File: src/rtl/k005297_spdet_multi_if.sv
`default_nettype none
// ============================================================================
// Module      : k005297_spdet_multi_if
// Description : Signal bundle for the K005297 sync-pattern detector.
//               master = stimulus side, slave = detector side.
// Revision    : 1.0 - initial release
// ============================================================================
interface k005297_spdet_multi_if #(
    parameter int CNT_W = 8
);
    logic             i_CLK2M_PCEN_n;
    logic [19:0]      i_ROT20_n;
    logic             i_BDI;
    logic             i_GLCNT_RD;
    logic             i_BOOTEN_n;
    logic             i_BSEN_n;
    logic             i_4BEN_n;
    logic             i_REARM;
    logic             o_SYNCTIP_n;
    logic             o_SYNCED_FLAG;
    logic             o_SYNCED_FLAG_SET_n;
    logic [CNT_W-1:0] o_ZRUN;
    logic             o_TIMEOUT;
    logic [3:0]       o_TIP_CNT;

    modport master (
        output i_CLK2M_PCEN_n, i_ROT20_n, i_BDI, i_GLCNT_RD,
               i_BOOTEN_n, i_BSEN_n, i_4BEN_n, i_REARM,
        input  o_SYNCTIP_n, o_SYNCED_FLAG, o_SYNCED_FLAG_SET_n,
               o_ZRUN, o_TIMEOUT, o_TIP_CNT
    );

    modport slave (
        input  i_CLK2M_PCEN_n, i_ROT20_n, i_BDI, i_GLCNT_RD,
               i_BOOTEN_n, i_BSEN_n, i_4BEN_n, i_REARM,
        output o_SYNCTIP_n, o_SYNCED_FLAG, o_SYNCED_FLAG_SET_n,
               o_ZRUN, o_TIMEOUT, o_TIP_CNT
    );
endinterface
`default_nettype wire

File: src/rtl/k005297_spdet_multi.sv
`default_nettype none
// ============================================================================
// Module      : k005297_spdet_multi
// Description : Bubble-memory sync-pattern detector. Counts a run of zero
//               good-loop bits, flags the sync one-bit at the tip phase
//               (direct in 4-bit mode, delayed in 2-bit mode), and tracks
//               synced state, search timeout and tip count.
// Revision    : 1.0 - initial release
// ============================================================================
module k005297_spdet_multi #(
    parameter int ZERO_RUN = 128,
    parameter int CNT_W    = 8,
    parameter int DLY_2B   = 8,
    parameter int PH4      = 18,
    parameter int PH2      = 8,
    parameter int TIMEOUT  = 1024,
    parameter int TO_W     = 11
) (
    input  wire logic                  i_MCLK,
    input  wire logic                  i_SYS_RST_n,
    k005297_spdet_multi_if.slave       bus
);
    localparam logic [CNT_W-1:0] c_ZRUN_MAX = CNT_W'(ZERO_RUN);
    localparam logic [CNT_W-1:0] c_ZRUN_ONE = CNT_W'(1);
    localparam logic [TO_W-1:0]  c_TO_LIMIT = TO_W'(TIMEOUT);
    localparam logic [TO_W-1:0]  c_TO_ONE   = TO_W'(1);
    localparam logic [TO_W-1:0]  c_TO_SAT   = '1;

    logic              w_tick;
    logic [CNT_W-1:0]  r_zrun_q, w_zrun_d;
    logic [TO_W-1:0]   r_to_q, w_to_d;
    logic              r_tof_q, w_tof_d;
    logic              r_flag_q, w_flag_d;
    logic [3:0]        r_tip_q, w_tip_d;
    logic [DLY_2B-1:0] r_sr_q, w_sr_d;
    logic              w_armed, w_phase, w_raw_n, w_synctip_n, w_set_n;
    logic              w_to_clr, w_to_inc;

    assign w_tick = ~bus.i_CLK2M_PCEN_n;

    // Tip detection: sync one-bit at the selected phase once the zero run is complete
    assign w_armed     = (r_zrun_q == c_ZRUN_MAX);
    assign w_phase     = bus.i_4BEN_n ? ~bus.i_ROT20_n[PH2] : ~bus.i_ROT20_n[PH4];
    assign w_raw_n     = ~(w_phase & bus.i_BDI & w_armed);
    assign w_synctip_n = bus.i_4BEN_n ? r_sr_q[DLY_2B-1] : w_raw_n;
    assign w_set_n     = bus.i_BOOTEN_n | w_synctip_n;

    // Delay line always shifts so a mode switch keeps its history
    generate
        if (DLY_2B == 1) begin : g_sr_single
            assign w_sr_d = w_raw_n;
        end else begin : g_sr_multi
            assign w_sr_d = {r_sr_q[DLY_2B-2:0], w_raw_n};
        end
    endgenerate

    // Next-state for zero-run, synced flag and tip counter
    always_comb begin
        w_zrun_d = r_zrun_q;
        if (bus.i_BSEN_n || r_flag_q) begin
            w_zrun_d = '0;
        end else if (bus.i_GLCNT_RD) begin
            if (bus.i_BDI) begin
                w_zrun_d = '0;
            end else if (r_zrun_q != c_ZRUN_MAX) begin
                w_zrun_d = r_zrun_q + c_ZRUN_ONE;
            end
        end

        w_flag_d = r_flag_q;
        if (!w_set_n) begin
            w_flag_d = 1'b1;
        end else if (bus.i_REARM) begin
            w_flag_d = 1'b0;
        end

        w_tip_d = r_tip_q;
        if (bus.i_REARM) begin
            w_tip_d = 4'd0;
        end else if (!w_synctip_n && r_tip_q != 4'hF) begin
            w_tip_d = r_tip_q + 4'd1;
        end
    end

    // Next-state for the sync search budget and its sticky timeout flag
    always_comb begin
        w_to_clr = bus.i_BSEN_n | r_flag_q | bus.i_REARM;
        w_to_inc = bus.i_GLCNT_RD & ~bus.i_BSEN_n & ~r_flag_q;
        w_to_d   = r_to_q;
        if (w_to_clr) begin
            w_to_d = '0;
        end else if (w_to_inc && r_to_q != c_TO_SAT) begin
            w_to_d = r_to_q + c_TO_ONE;
        end

        w_tof_d = r_tof_q;
        if (bus.i_BSEN_n || bus.i_REARM) begin
            w_tof_d = 1'b0;
        end else if (!w_to_clr && w_to_inc && (r_to_q + c_TO_ONE) == c_TO_LIMIT) begin
            w_tof_d = 1'b1;
        end
    end

    // State registers, advanced only on clock-enabled ticks
    always_ff @(posedge i_MCLK or negedge i_SYS_RST_n) begin
        if (!i_SYS_RST_n) begin
            r_zrun_q <= '0;
            r_to_q   <= '0;
            r_tof_q  <= 1'b0;
            r_flag_q <= 1'b0;
            r_tip_q  <= 4'd0;
            r_sr_q   <= '1;
        end else if (w_tick) begin
            r_zrun_q <= w_zrun_d;
            r_to_q   <= w_to_d;
            r_tof_q  <= w_tof_d;
            r_flag_q <= w_flag_d;
            r_tip_q  <= w_tip_d;
            r_sr_q   <= w_sr_d;
        end
    end

    assign bus.o_SYNCTIP_n         = w_synctip_n;
    assign bus.o_SYNCED_FLAG       = r_flag_q;
    assign bus.o_SYNCED_FLAG_SET_n = w_set_n;
    assign bus.o_ZRUN              = r_zrun_q;
    assign bus.o_TIMEOUT           = r_tof_q;
    assign bus.o_TIP_CNT           = r_tip_q;
endmodule
`default_nettype wire

File: src/flat_wrapper.sv
// flat-port wrapper written by rule: the top's interface ports become plain ports
module k005297_spdet_multi_flat 
#(
    parameter int ZERO_RUN = 128,
    parameter int CNT_W    = 8,
    parameter int DLY_2B   = 8,
    parameter int PH4      = 18,
    parameter int PH2      = 8,
    parameter int TIMEOUT  = 1024,
    parameter int TO_W     = 11
)
  (i_MCLK, i_SYS_RST_n, bus_i_CLK2M_PCEN_n, bus_i_ROT20_n, bus_i_BDI, bus_i_GLCNT_RD, bus_i_BOOTEN_n, bus_i_BSEN_n, bus_i_4BEN_n, bus_i_REARM, bus_o_SYNCTIP_n, bus_o_SYNCED_FLAG, bus_o_SYNCED_FLAG_SET_n, bus_o_ZRUN, bus_o_TIMEOUT, bus_o_TIP_CNT);
  k005297_spdet_multi_if #(.CNT_W(CNT_W)) bus_i ();
  input  wire logic i_MCLK;
  input  wire logic i_SYS_RST_n;
  input wire logic [$bits(bus_i.i_CLK2M_PCEN_n)-1:0] bus_i_CLK2M_PCEN_n;
  input wire logic [$bits(bus_i.i_ROT20_n)-1:0] bus_i_ROT20_n;
  input wire logic [$bits(bus_i.i_BDI)-1:0] bus_i_BDI;
  input wire logic [$bits(bus_i.i_GLCNT_RD)-1:0] bus_i_GLCNT_RD;
  input wire logic [$bits(bus_i.i_BOOTEN_n)-1:0] bus_i_BOOTEN_n;
  input wire logic [$bits(bus_i.i_BSEN_n)-1:0] bus_i_BSEN_n;
  input wire logic [$bits(bus_i.i_4BEN_n)-1:0] bus_i_4BEN_n;
  input wire logic [$bits(bus_i.i_REARM)-1:0] bus_i_REARM;
  output wire logic [$bits(bus_i.o_SYNCTIP_n)-1:0] bus_o_SYNCTIP_n;
  output wire logic [$bits(bus_i.o_SYNCED_FLAG)-1:0] bus_o_SYNCED_FLAG;
  output wire logic [$bits(bus_i.o_SYNCED_FLAG_SET_n)-1:0] bus_o_SYNCED_FLAG_SET_n;
  output wire logic [$bits(bus_i.o_ZRUN)-1:0] bus_o_ZRUN;
  output wire logic [$bits(bus_i.o_TIMEOUT)-1:0] bus_o_TIMEOUT;
  output wire logic [$bits(bus_i.o_TIP_CNT)-1:0] bus_o_TIP_CNT;
  assign bus_i.i_CLK2M_PCEN_n = bus_i_CLK2M_PCEN_n;
  assign bus_i.i_ROT20_n = bus_i_ROT20_n;
  assign bus_i.i_BDI = bus_i_BDI;
  assign bus_i.i_GLCNT_RD = bus_i_GLCNT_RD;
  assign bus_i.i_BOOTEN_n = bus_i_BOOTEN_n;
  assign bus_i.i_BSEN_n = bus_i_BSEN_n;
  assign bus_i.i_4BEN_n = bus_i_4BEN_n;
  assign bus_i.i_REARM = bus_i_REARM;
  assign bus_o_SYNCTIP_n = bus_i.o_SYNCTIP_n;
  assign bus_o_SYNCED_FLAG = bus_i.o_SYNCED_FLAG;
  assign bus_o_SYNCED_FLAG_SET_n = bus_i.o_SYNCED_FLAG_SET_n;
  assign bus_o_ZRUN = bus_i.o_ZRUN;
  assign bus_o_TIMEOUT = bus_i.o_TIMEOUT;
  assign bus_o_TIP_CNT = bus_i.o_TIP_CNT;
  k005297_spdet_multi #(.ZERO_RUN(ZERO_RUN), .CNT_W(CNT_W), .DLY_2B(DLY_2B), .PH4(PH4), .PH2(PH2), .TIMEOUT(TIMEOUT), .TO_W(TO_W)) u_core (.i_MCLK(i_MCLK), .i_SYS_RST_n(i_SYS_RST_n), .bus(bus_i));
endmodule
File: config.mk
export PLATFORM = sky130hd
export DESIGN_NAME = k005297_spdet_multi_flat
export DESIGN_NICKNAME = d
export VERILOG_FILES = /design/src/rtl/k005297_spdet_multi_if.sv /design/src/rtl/k005297_spdet_multi.sv /design/src/flat_wrapper.sv
export SDC_FILE = /design/constraint.sdc
export NUM_CORES = 1
export LEC_CHECK = 0
export CAP_MARGIN = 10
export CORE_MARGIN = 5
export CORE_UTILIZATION = 40
export CTS_BUF_LIST = sky130_fd_sc_hd__clkbuf_4 sky130_fd_sc_hd__clkbuf_8
export CTS_CLUSTER_DIAMETER = 80
export DETAILED_ROUTE_END_ITERATION = 7
export PLACE_DENSITY = 0.78
export SLEW_MARGIN = 20
export SYNTH_ARGS = -nofsm -noshare
export SYNTH_HDL_FRONTEND = slang
export SYNTH_SLANG_ARGS = --single-unit
File: constraint.sdc
create_clock -name i_MCLK -period 2.8 [get_ports i_MCLK]
set_clock_uncertainty 0.1 [all_clocks]
set_input_delay 0.56 -clock i_MCLK [delete_from_list [all_inputs] [get_ports i_MCLK]]
set_output_delay 0.56 -clock i_MCLK [all_outputs]
set_load 0.01 [all_outputs]
==> results of run 1 <==
-- area by class of cell --
| cell class | instances | area share (%) |
|---|---|---|
| Timing Repair Buffer | 35 | 13.9 |
| Clock buffer | 6 | 3.51 |
| Inverter | 5 | 0.798 |
| Multi-Input combinational cell | 152 | 42.8 |
| Sequential cell | 33 | 35.5 |
| Tap cell | 54 | 2.87 |
| Clock inverter | 2 | 0.585 |
-- worst paths after layout --
kind / from / to / slack, ns / depth (start not counted)
setup / recovery: u_core.bus.o_ZRUN[1] / bus_o_SYNCED_FLAG_SET_n / 0.09 / 7
hold / removal: u_core.bus.o_TIMEOUT / u_core.bus.o_TIMEOUT / 0.42 / 2
setup reg to reg: u_core.r_to_q[0] / u_core.r_to_q[7] / 0.72 / 5
hold reg to reg: u_core.bus.o_TIMEOUT / u_core.bus.o_TIMEOUT / 0.42 / 2
max in group asynchronous: i_SYS_RST_n / u_core.r_sr_q[3] / 1.70 / 2
min in group asynchronous: i_SYS_RST_n / u_core.r_to_q[4] / 0.56 / 2
-- worst max-delay path, stage by stage, from the launching register on --
cell and delay (ns):
dfrtp_1 0.42, inv_1 0.10, ha_1 0.14, and4bb_1 0.26
nand4_2 0.14, and2_4 0.20, or2_4 0.22, dlygate4sd2_1 0.28
-- metrics by stage --
| stage | total power [mW] | hold WS [ns] | instance area (um2) | setup slack [ns] |
|---|---|---|---|---|
| after floorplan | 0.564 | 0.164 | 1910 | 0.687 |
| after global placement | 0.623 | 0.398 | 2250 | -0.0632 |
| after detailed placement | 0.626 | 0.400 | 2250 | -0.0459 |
| after CTS | 1.01 | 0.416 | 2340 | 0.0898 |
| after global routing | 1.05 | 0.457 | 2350 | 0.00940 |
| final | 1.00 | 0.417 | 2350 | 0.0877 |
-- sequential cells by signal (all words and copies together) (netlist names) --
register and count:
u_core.bus.o_SYNCED_FLAG 1, u_core.bus.o_TIMEOUT 1, u_core.r_sr_q 8, u_core.bus.o_ZRUN 8, u_core.r_to_q 11, u_core.bus.o_TIP_CNT 4
-- cell families (layout without fill, tap and decap cells) --
| family | after synthesis | in the layout | share of synthesized area (%) |
|---|---|---|---|
| xor gates and xnor gates | 13 | 13 | 5.96 |
| and+or+nand+nor | 79 | 79 | 22.7 |
| adders and majority gates | 5 | 5 | 3.27 |
| buffers and inverters | 14 | 48 | 3.54 |
| DFF | 33 | 33 | 43.7 |
| muxes | 9 | 9 | 5.24 |
| AOI/OAI and AO/OA | 46 | 46 | 15.5 |
-- where the power goes --
group | total (mW) | internal, mW | leakage (nW) | switching, mW
logic | 0.115 | 0.0568 | 0.454 | 0.0583
clock network | 0.385 | 0.199 | 0.0512 | 0.186
registers | 0.503 | 0.488 | 0.431 | 0.0153
total | 1.00 | 0.744 | 0.937 | 0.260
-- placed cells by master (no fill, tap or decap), types with 6 or more instances in the layout --
cell type / instances
mux2_2: 8
dfstp_2: 8
nand2_1: 20
nor2_1: 16
o21ai_0: 20
nand3_1: 10
xor2_1: 7
clkbuf_8: 6
buf_4: 9
xnor2_1: 6
nand4_1: 6
dfrtp_1: 25
clkdlybuf4s50_1: 25
a21oi_1: 7
-- layer usage --
| layer | global-route usage [%] | vias up |
|---|---|---|
| li1 | - | 774 |
| met1 | 18.1 | 749 |
| met2 | 23.7 | 40 |
| met3 | 3.74 | 7 |
| met4 | 6.70 | 0 |
| met5 | 0 | - |
-- what timing repair did --
item,in CTS,in global routing
cloned,0,0
hold buffers,0,0
setup buffers,0,1
endpoints found under the setup margin,1,1
hold endpoints to repair,0,0
resized for setup,1,0
==> impl_metrics.py, run 1 <==
metrics = {
    "layout": {
        "ff_latch_area_um2": 836,
        "multi_input_area_um2": 1010,
        "syn_to_final_growth_pct": 23.1,
        "fill_cells": 430,
        "drive_gt1_share_pct": 19.7,
        "final_core_util_pct": 50.1,
        "diodes": 0,
        "finalNetCount": 266,
        "fin_cells": 287,
    },
    "placed_design": {
        "gp_congestion": 0.885,
        "placedCellCount": 278,
        "io_buffer_count": 26,
        "dp_hpwl_um": 2950,
    },
    "yosys": {
        "synth_seq_area_share_pct": 43.7,
        "ys.flop_type": "dfrtp_1",
        "synthDistinctLibCells": 52,
        "postSynthCellCount": 199,
        "yosysTopAreaCell": "dfrtp_1",
        "yosys_warnings": 0,
        "synth_nets": 233,
        "synth_top_area_share_pct": 32.7,
        "synth_top_cells_by_area": "dfrtp_1 33%, dfstp_2 11%, o21ai_0 5.2%, mux2_2 4.7%, nand2_1 3.9%",
        "synth_enable_flop_cells": 0,
        "synth_seq_cells": 33,
        "post-synth-top-count-cell": "dfrtp_1",
        "syn_area_um2": 1910,
        "synth_common_cells": "25 x dfrtp_1, 20 x nand2_1, 20 x o21ai_0",
        "synth_async_sr_flop_share_pct": 100,
        "syn_area_per_cell_um2": 9.60,
    },
    "clock_network": {
        "cts.sinks": 33,
        "cts_buffers": 5,
        "cts_tree": "built",
        "cts_max_level": 2,
        "insertion_delay_ns": 0.30,
        "clock_tree.root_cell": "clkbuf_8",
        "cts.clk_slew.worst_paths_ns": 0.07,
        "cts_buffer_depth": 2,
    },
    "route": {
        "dr_total_vias": 1570,
        "vias_per_cell": 5.47,
        "drtIter0Drc": 111,
        "wl_met1_um": 1870,
        "drt-pass1-iter-count": 4,
        "post_drt_wl_per_cell_um": 14.2,
        "wl_met3_um": 165,
        "top_layer": "met4",
        "wl_met2_um": 1960,
        "drtAntennaViolNets": 0,
        "routed_wl_um": 4090,
        "drc": 0,
    },
    "setup_path": {
        "worst_setup_path_end_kind": "output port",
        "worstPathArrival_ns": 2.05,
        "start_kind": "flip-flop",
        "worstPathRequired_ns": 2.14,
        "crit_fanout": 4,
        "worstSetupPathType": "flip-flop to output port",
    },
    "floorplan": {
        "dieWidth_um": 79.1,
        "core_um2": 4690,
        "dieArea_um2": 6260,
        "rows": 25,
        "start_util_pct": 40.7,
        "dieHeight_um": 79.1,
        "num_io_pins": 45,
    },
    "sta": {
        "fmax_ghz": 0.369,
        "setup_viol": 0,
        "worst_slew_pin_slew_ns": 0.468,
        "post-route-period-util_pct": 96.9,
        "max_slew_margin_pct": 68.7,
        "slew_viol_final": 0,
        "rsz0062_at_grt": "false",
        "fin_tns_setup_ns": 0,
        "period_needed_ns": 2.71,
        "hold_violations": 0,
    },
    "flow_run": {
        "cap_viol_max_count": 0,
    },
    "global_routing": {
        "antenna_found_initial": 0,
        "grt_pass1_wl_um": 7050,
        "grt_max_degree": 34,
        "first_global_vias": 1504,
        "grt_overflow": 0,
        "grt_usage_pct": 14.6,
    },
    "outcome": {
        "outcome": "completed",
    },
    "worst_hold_path": {
        "hold_path.class": "flip-flop to flip-flop",
    },
    "pwr": {
        "power.density_nw_per_um2": 427,
        "vdd_ir_drop_max_uv": 217,
        "p_leak_nw": 0.937,
    },
}
Power figures use the tool's default switching activity.
==> run 2: changes to the inputs <==
--- a/config.mk
+++ b/config.mk
@@ -6,7 +6,6 @@
 export NUM_CORES = 1
 export LEC_CHECK = 0
 export CAP_MARGIN = 10
-export CORE_MARGIN = 5
 export CORE_UTILIZATION = 40
 export CTS_BUF_LIST = sky130_fd_sc_hd__clkbuf_4 sky130_fd_sc_hd__clkbuf_8
 export CTS_CLUSTER_DIAMETER = 80
==> run 2 against run 1 <==
The flow now finishes with violations (DRC). Sequential power barely moved. First-iteration DRC count rose by 34%. Routed wire length fell by 2.1%. Core utilization rose by 3.1 points. Critical path type is now input port to output port. Largest power group unchanged.
==> impl_metrics.py, run 2 (synthesized netlist as in run 1, its figures left out) <==
metrics = {
    "outcome": {
        "outcome": "complete, but fails checks",
        "violations": "DRC",
    },
    "global_routing": {
        "grt_overflow": 0,
        "antenna_found_initial": 0,
        "first_global_vias": 1476,
        "grt_pass1_wl_um": 6800,
        "grt_max_degree": 34,
        "grt_usage_pct": 17.3,
    },
    "clock_network": {
        "holdBufCountCts": 0,
        "cts_tree": "built",
        "cts_buffers": 5,
        "cts_max_level": 2,
        "cts.clk_slew.worst_paths_ns": 0.06,
        "cts.sinks": 33,
        "clock_tree.root_cell": "clkbuf_8",
        "cts_buffer_depth": 2,
        "insertion_delay_ns": 0.29,
    },
    "pwr": {
        "p_leak_nw": 0.955,
        "vdd_ir_drop_max_uv": 199,
        "power.density_nw_per_um2": 450,
    },
    "setup_path": {
        "crit_fanout": 3,
        "worstPathArrival_ns": 2.02,
        "worst_setup_path_end_kind": "output port",
        "start_kind": "input port",
        "worstPathRequired_ns": 2.14,
        "worstSetupPathType": "input port to output port",
    },
    "sta": {
        "fin_tns_setup_ns": 0,
        "rsz0062_at_grt": "false",
        "hold_violations": 0,
        "slew_viol_final": 0,
        "fmax_ghz": 0.374,
        "setup_ws_ns": 0.124,
        "post-route-period-util_pct": 95.6,
        "period_needed_ns": 2.68,
        "setup_viol": 0,
        "worst_slew_pin_slew_ns": 0.430,
        "max_slew_margin_pct": 71.4,
    },
    "layout": {
        "drive_gt1_share_pct": 20.4,
        "syn_to_final_growth_pct": 24.6,
        "largest_register_ffs": 11,
        "finalNetCount": 268,
        "diodes": 0,
        "final_cell_mix": "25 x clkdlybuf4s50_1, 25 x dfrtp_1, 20 x nand2_1, 20 x o21ai_0, 16 x nor2_1",
        "fin_cells": 287,
        "largest_register": "u_core.r_to_q",
    },
    "flow_run": {
        "cap_viol_max_count": 0,
    },
    "floorplan": {
        "num_io_pins": 45,
        "dieArea_um2": 5060,
        "rows": 24,
        "dieWidth_um": 71.1,
        "start_util_pct": 42.7,
        "dieHeight_um": 71.1,
        "core_um2": 4470,
    },
    "placed_design": {
        "gp_congestion": 0.816,
        "placedCellCount": 277,
        "dp_hpwl_um": 2880,
        "io_buffer_count": 26,
        "dp_slack_ns": -0.0693,
    },
    "route": {
        "post_drt_wl_per_cell_um": 13.9,
        "vias_per_cell": 5.44,
        "routed_wl_um": 4000,
        "drtAntennaViolNets": 0,
        "drtIter0Drc": 149,
        "drt-pass1-iter-count": 8,
        "dr_total_vias": 1562,
        "drc": 2,
    },
    "worst_hold_path": {
        "hold_path.class": "flip-flop to flip-flop",
    },
}
run 2: cell types whose count changed in the layout (fill, tap and decap cells not counted):
cell / delta
buf_4: +2
bufinv_16: +1
clkbuf_4: +1
clkbuf_8: -1
clkinv_4: -1
run 2: repair_timing:
action,in CTS,in global routing
setup endpoints to repair,1,0
gates resized for setup,1,0
buffers inserted,2,0
run 2: area by class of cell:
cell class | count | area (um2)
fillers | 400 | 2090
multi-input cells | 152 | 1010
flip-flops and latches | 33 | 836
repair buffers | 37 | 342
clock buffers | 6 | 76.3
well taps | 52 | 65.1
clock inverters | 2 | 35.0
inverters | 5 | 18.8
run 2: report_power, final:
group	leakage (nW)	total, mW	switching, mW	internal (mW)
sequential	0.431	0.502	0.0141	0.488
combinational	0.465	0.120	0.0617	0.0587
clock	0.0586	0.449	0.176	0.274
total	0.955	1.07	0.252	0.821
run 2: critical path, stage by stage:
cell and delay (ns):
clkdlybuf4s50_1 0.45, nor2_1 0.17, nand4_2 0.14, and2_4 0.19, or2_4 0.22, dlygate4sd2_1 0.28
run 2: routing by layer:
metal  GRT usage (%)  vias to the layer above  part of all wire, %
li1                -                      780                    -
met1            23.2                      741                   48
met2            27.9                       35                   46
met3            3.42                        6                  4.1
met4            6.22                        0                  1.5
met5               0                        -                    0
run 2: path summary, 6_finish.rpt:
path	slack, ns	startpoint	cells after the start	end
min	0.44	u_core.bus.o_TIMEOUT	2	u_core.bus.o_TIMEOUT
max	0.12	bus_i_4BEN_n	6	bus_o_SYNCED_FLAG_SET_n
min reg2reg	0.44	u_core.bus.o_TIMEOUT	2	u_core.bus.o_TIMEOUT
max in group asynchronous	1.69	i_SYS_RST_n	2	u_core.r_sr_q[6]
max reg2reg	0.78	u_core.r_to_q[0]	5	u_core.r_to_q[10]
min in group asynchronous	0.57	i_SYS_RST_n	2	u_core.bus.o_ZRUN[5]
run 2: metrics by stage:
step                hold WS, ns  area, um2  power (mW)  utilization, %
detailed placement        0.420       2250       0.627            50.4
global route              0.496       2380        1.12            53.2
finish                    0.439       2380        1.07            53.2
floorplan                 0.164       1910       0.564               -
CTS                       0.448       2380        1.08            53.2
global placement          0.419       2250       0.623            50.4
==> run 3: changes to the inputs <==
--- a/config.mk
+++ b/config.mk
@@ -6,10 +6,12 @@
 export NUM_CORES = 1
 export LEC_CHECK = 0
 export CAP_MARGIN = 10
+export CORE_MARGIN = 1
 export CORE_UTILIZATION = 40
 export CTS_BUF_LIST = sky130_fd_sc_hd__clkbuf_4 sky130_fd_sc_hd__clkbuf_8
 export CTS_CLUSTER_DIAMETER = 80
 export DETAILED_ROUTE_END_ITERATION = 7
+export GPL_ROUTABILITY_DRIVEN = 0
 export PLACE_DENSITY = 0.78
 export SLEW_MARGIN = 20
 export SYNTH_ARGS = -nofsm -noshare
==> results of run 3 <==
No change in the layout: final DEF, timing and power equal those of run 2.
